==> src/rtl/matmul_job_sequencer.sv <==
// Sequences one 4x4 matrix-multiply job: clear the multiplier, stream operands from the
// source SRAM, wait out the compute latency, then drain result beats to the destination SRAM.
`timescale 1ns/1ps

module matmul_job_sequencer #(
    parameter int unsigned WIDTH        = 8,
    parameter int unsigned NUM_ELEMENTS = 4,
    parameter int unsigned MATRIX_WIDTH = 4,
    parameter int unsigned ADDR_W       = 10,
    parameter int unsigned MULT_LATENCY = 3
) (
    input  logic                          clk,
    input  logic                          reset,
    input  logic                          start_i,
    input  logic [ADDR_W-1:0]             src_base_i,
    input  logic [ADDR_W-1:0]             dst_base_i,
    output logic                          busy_o,
    output logic                          done_o,
    output logic                          mem_rd_en_o,
    output logic [ADDR_W-1:0]             mem_rd_addr_o,
    input  logic [NUM_ELEMENTS*WIDTH-1:0] mem_rd_data_i,
    output logic                          mm_reset_o,
    output logic                          mm_read_en_o,
    output logic [NUM_ELEMENTS*WIDTH-1:0] mm_rdata_o,
    output logic                          mm_write_en_o,
    input  logic [NUM_ELEMENTS*WIDTH-1:0] mm_res_i,
    output logic                          mem_wr_en_o,
    output logic [ADDR_W-1:0]             mem_wr_addr_o,
    output logic [NUM_ELEMENTS*WIDTH-1:0] mem_wr_data_o
);

    localparam int unsigned LoadBeats  = MATRIX_WIDTH * MATRIX_WIDTH / 2;
    localparam int unsigned StoreBeats = MATRIX_WIDTH;
    localparam int unsigned CntMaxLs   = (LoadBeats > StoreBeats) ? LoadBeats : StoreBeats;
    localparam int unsigned CntMax     = (CntMaxLs > MULT_LATENCY) ? CntMaxLs : MULT_LATENCY;
    localparam int unsigned CntW       = $clog2(CntMax + 1);

    typedef enum logic [2:0] {
        StIdle,
        StClear,
        StLoad,
        StDrain,
        StWait,
        StStore,
        StFlush,
        StDone
    } state_e;

    state_e            state_q, state_d;
    logic [CntW-1:0]   cnt_q, cnt_d;
    logic [ADDR_W-1:0] src_q, src_d;
    logic [ADDR_W-1:0] dst_q, dst_d;
    logic              mm_read_en_q, mm_read_en_d;
    logic              mem_wr_en_q, mem_wr_en_d;
    logic [ADDR_W-1:0] mem_wr_addr_q, mem_wr_addr_d;

    always_ff @(posedge clk) begin
        if (reset) begin
            state_q       <= StIdle;
            cnt_q         <= '0;
            src_q         <= '0;
            dst_q         <= '0;
            mm_read_en_q  <= 1'b0;
            mem_wr_en_q   <= 1'b0;
            mem_wr_addr_q <= '0;
        end else begin
            state_q       <= state_d;
            cnt_q         <= cnt_d;
            src_q         <= src_d;
            dst_q         <= dst_d;
            mm_read_en_q  <= mm_read_en_d;
            mem_wr_en_q   <= mem_wr_en_d;
            mem_wr_addr_q <= mem_wr_addr_d;
        end
    end

    // One shared counter serves as load beat, latency count and store beat in turn.
    always_comb begin
        state_d = state_q;
        cnt_d   = cnt_q;
        src_d   = src_q;
        dst_d   = dst_q;
        case (state_q)
            StIdle: begin
                if (start_i) begin
                    src_d   = src_base_i;
                    dst_d   = dst_base_i;
                    cnt_d   = '0;
                    state_d = StClear;
                end
            end
            StClear: begin
                cnt_d   = '0;
                state_d = StLoad;
            end
            StLoad: begin
                if (cnt_q == CntW'(LoadBeats - 1)) begin
                    cnt_d   = '0;
                    state_d = StDrain;
                end else begin
                    cnt_d = cnt_q + 1'b1;
                end
            end
            StDrain: begin
                cnt_d   = '0;
                state_d = StWait;
            end
            StWait: begin
                if (cnt_q == CntW'(MULT_LATENCY - 1)) begin
                    cnt_d   = '0;
                    state_d = StStore;
                end else begin
                    cnt_d = cnt_q + 1'b1;
                end
            end
            StStore: begin
                if (cnt_q == CntW'(StoreBeats - 1)) begin
                    cnt_d   = '0;
                    state_d = StFlush;
                end else begin
                    cnt_d = cnt_q + 1'b1;
                end
            end
            StFlush: state_d = StDone;
            StDone:  state_d = StIdle;
            default: state_d = StIdle;
        endcase
    end

    always_comb begin
        busy_o        = (state_q != StIdle) && (state_q != StDone);
        done_o        = (state_q == StDone);
        mem_rd_en_o   = (state_q == StLoad);
        mem_rd_addr_o = src_q + ADDR_W'(cnt_q);
        mm_write_en_o = (state_q == StStore);
        mm_reset_o    = reset || (state_q == StClear);

        // Source SRAM and multiplier both have one cycle of latency, so strobes trail by one.
        mm_read_en_d  = mem_rd_en_o;
        mem_wr_en_d   = mm_write_en_o;
        mem_wr_addr_d = mm_write_en_o ? (dst_q + ADDR_W'(cnt_q)) : mem_wr_addr_q;

        mm_read_en_o  = mm_read_en_q;
        mem_wr_en_o   = mem_wr_en_q;
        mem_wr_addr_o = mem_wr_addr_q;
        mm_rdata_o    = mem_rd_data_i;
        mem_wr_data_o = mm_res_i;
    end

endmodule

==> config.mk <==
export PLATFORM = sky130hd
export DESIGN_NAME = matmul_job_sequencer
export DESIGN_NICKNAME = d
export VERILOG_FILES = /design/src/rtl/matmul_job_sequencer.sv
export SDC_FILE = /design/constraint.sdc
export NUM_CORES = 1
export LEC_CHECK = 0
export ABC_AREA = 1
export CAP_MARGIN = 20
export CELL_PAD_IN_SITES_DETAIL_PLACEMENT = 1
export CELL_PAD_IN_SITES_GLOBAL_PLACEMENT = 1
export CORE_ASPECT_RATIO = 1.5
export CORE_UTILIZATION = 42
export CTS_CLUSTER_DIAMETER = 30
export DETAILED_ROUTE_END_ITERATION = 6
export DONT_BUFFER_PORTS = 1
export PLACE_DENSITY = 0.84
export SLEW_MARGIN = 40
export SYNTH_ARGS = -nofsm -noshare
export SYNTH_HDL_FRONTEND = slang
export SYNTH_SLANG_ARGS = --single-unit
==> constraint.sdc <==
create_clock -name clk -period 2.6 [get_ports clk]
set_input_delay 0.78 -clock clk [delete_from_list [all_inputs] [get_ports clk]]
set_output_delay 0.78 -clock clk [all_outputs]
set_load 0.005 [all_outputs]
==> flow_summary.json <==
{
  "result_of_the_run": "completed",
  "layout-drive-gt1-share_pct": 10.6,
  "drt-vias-per-instance": 5.45,
  "chip_width_um": 66.3,
  "design.core.area_um2": 5870,
  "timing.critical_path.from": "cnt_q[0]$_SDFFE_PP0P_",
  "max_clock_freq_mhz": 390,
  "rows": 34,
  "drv_cap": 0,
  "seq_power_share_pct": 47.7,
  "drcViolationCount": 0,
  "grt_pass1_vias": 2163,
  "power.ir.vdd_worst_uv": 234,
  "end_of_the_worst_register_to_register_path": "mem_wr_addr_o[8]$_SDFFE_PP0P_",
  "count_of_distinct_cell_types_in_the_synthesized_netlist": 25,
  "floorplan.die_area_um2": 6530,
  "place_worst_setup_slack_ps": 116,
  "internal_power_uw": 999,
  "power.clock.fraction_pct": 27.7,
  "critical_path.max_fanout": 3,
  "routed_wirelength_mm": 6.81,
  "fin_tns_setup_ps": 0,
  "drt_pre_antenna_iters": 4,
  "antenna_left": 0,
  "timing.final.setup_violations": 0,
  "initial_antenna_violation_count": 0,
  "final_period_minus_worst_setup_slack_ps": 2560,
  "layout_commonest_cell": "nand2_1",
  "timing_max_transition_violations_final": 0,
  "place.detailed.hpwl_mm": 5.17,
  "holdCritStartpoint": "src_q[0]$_SDFFE_PP0P_",
  "post_synth_instance_area_um2": 2600,
  "post_drt_wl_per_cell_um": 18.3,
  "insertedDiodeCount": 0,
  "power_density_nw_per_um2": 661,
  "worst-slew-pin-transition_ps": 525,
  "timing.max_slew.rel_slack_pct": 64.9,
  "synth-warning-count": 0,
  "gr-usage-all-layers_pct": 21.9,
  "critical_path_arrival_ps": 1780,
  "syn-num-nets": 461,
  "worst-r2r-setup-slack_ps": 660,
  "power.share.combinational_pct": 24.6,
  "synth.ff_latch_count": 39,
  "postSynthCellCount": 362,
  "ctsRootBufferMaster": "clkbuf_8",
  "clock_latency_ps": 300,
  "crit_required_ps": 1820,
  "cts_hold_buf": 0,
  "gp_routability_congestion": 0.876,
  "mapped_avg_cell_area_um2": 7.20,
  "globalRoute.totalOverflow": 0,
  "tritoncts.num_buffers": 5,
  "power.share.switching_pct": 34.7,
  "finalHoldViolCount": 0,
  "cts.sink_count": 39,
  "netSwitchingPower_uw": 531,
  "fin_skew_ps": 7.06,
  "die_height_um": 98.5,
  "cts_tree": "done",
  "final_nets": 400,
  "initialDrtViolationCount": 30,
  "start_util_pct": 44.4,
  "vias": 2034,
  "io_pins": 178,
  "post-route-period-util_pct": 98.6,
  "layout_common_cells": "nand2_1, inv_1, dfxtp_1",
  "r2r_start": "cnt_q[0]$_SDFFE_PP0P_",
  "grt_start_max_net_pins": 30,
  "criticalPathCategory": "reg -> out",
  "numPortBuffers": 0,
  "cts.htree.levels": 2,
  "timing.reg2reg.worst_path_depth": 11,
  "post_route_worst_setup_slack_ps": 37.4,
  "path_clk_slew_ps": 70,
  "critPathCaptureType": "output port",
  "p_leak_uw": 0.00103,
  "hold_path.class": "reg -> reg",
  "clockBufferDepth": 2,
  "area_growth_pct": -11.1,
  "grt_pass1_wl_mm": 10.7,
  "critPathCapture": "mem_rd_addr_o[4]",
  "seq_area_frac_synth_pct": 30.0,
  "worstSetupStartpointType": "flip-flop"
}
## worst min-delay path by stage
stage	to	slack, ps	cells past startpoint
2_1_floorplan	src_q[9]$_SDFFE_PP0P_	440	2
3_3_place_gp	src_q[3]$_SDFFE_PP0P_	460	2
3_5_place_dp	src_q[3]$_SDFFE_PP0P_	460	2
4_1_cts	src_q[3]$_SDFFE_PP0P_	470	2
5_1_grt	src_q[0]$_SDFFE_PP0P_	490	2
6_report	src_q[0]$_SDFFE_PP0P_	470	2
## kinds of logic after synthesis
family	count (synthesis)	share of synthesized area (%)
AO/OA/AOI/OAI	61	12.3
AND/OR/NAND/NOR	125	20.4
buffers and inverters	114	27.3
adder cells (fa/ha/maj)	12	6.34
XOR/XNOR	11	3.70
flip-flops	39	30.0
## sequential cells by signal (all words and copies together) (netlist names)
| signal | cells |
|---|---|
| mem_wr_addr_o | 10 |
| cnt_q | 4 |
| dst_q | 10 |
| src_q | 10 |
| state_q | 3 |
| mem_wr_en_o | 1 |
| mm_read_en_o | 1 |
## per-layer routing
metal | global-route usage (%) | part of all wire, %
met1 | 20.3 | 34
met2 | 37.0 | 49
met3 | 8.80 | 10
met4 | 16.7 | 6.4
met5 | 0 | 0
## repair_timing
item	CTS	global route
endpoints found under the hold margin	0	0
pin swaps	1	4
buffers inserted	0	2
gates cloned	0	0
endpoints found under the setup margin	3	5
resized for setup	2	13
## synthesized netlist by cell type
master    number  area [um^2]
nand3b_1       2         15.0
nor2_2         1         6.26
o21ai_0       23          115
nand4_1        1         6.26
fa_1           2         40.0
inv_1         38          143
nand2_1       67          251
buf_2          4         20.0
ha_1          10          125
nor2_4         1         11.3
buf_6          3         33.8
xnor2_1        2         17.5
o21bai_1       5         37.5
o21a_1         1         7.51
nor2_1        22         82.6
buf_4         64          480
inv_2          1         3.75
clkbuf_1       3         11.3
nand3_1       28          140
buf_12         1         20.0
dfxtp_1       39          781
nand2_2        2         12.5
a21oi_1       32          160
nor3_1         1         5.00
xor2_1         9         78.8
## final cells by class
| class | count | area [um^2] |
|---|---|---|
| clock buffer | 6 | 82.6 |
| tap | 72 | 90.1 |
| timing repair buffer | 7 | 52.6 |
| sequential | 39 | 785 |
| multi-input combinational | 209 | 1150 |
| inverter | 39 | 146 |
| clock inverter | 1 | 5.00 |
| fill | 781 | 3550 |
## power groups by stage
| stage | logic, uW | clock network, uW | registers (uW) |
|---|---|---|---|
| 2_1_floorplan | 383 | 0 | 725 |
| 3_3_place_gp | 359 | 0 | 733 |
| 3_5_place_dp | 374 | 0 | 738 |
| 4_1_cts | 376 | 439 | 725 |
| 5_1_grt | 429 | 477 | 739 |
| 6_report | 376 | 424 | 730 |
## through the flow
stage | std cells | util [%] | hold WS, ps | power, uW | cell area (um^2)
after floorplan | 362 | - | 440 | 1110 | 2610
after global placement | 364 | 36.9 | 456 | 1090 | 2170
after detailed placement | 364 | 36.9 | 457 | 1110 | 2170
after CTS | 371 | 38.5 | 468 | 1540 | 2260
after global routing | 373 | 39.5 | 485 | 1640 | 2320
final | 373 | 39.5 | 468 | 1530 | 2320
## critical path: stages (launching register included)
cell     delay, ps
dfxtp_2        340
ha_2           180
inv_1           60
fa_2           390
o21ai_4        190
buf_4          150
xor2_2         180
Note: power is estimated with default switching activity, not from simulation.
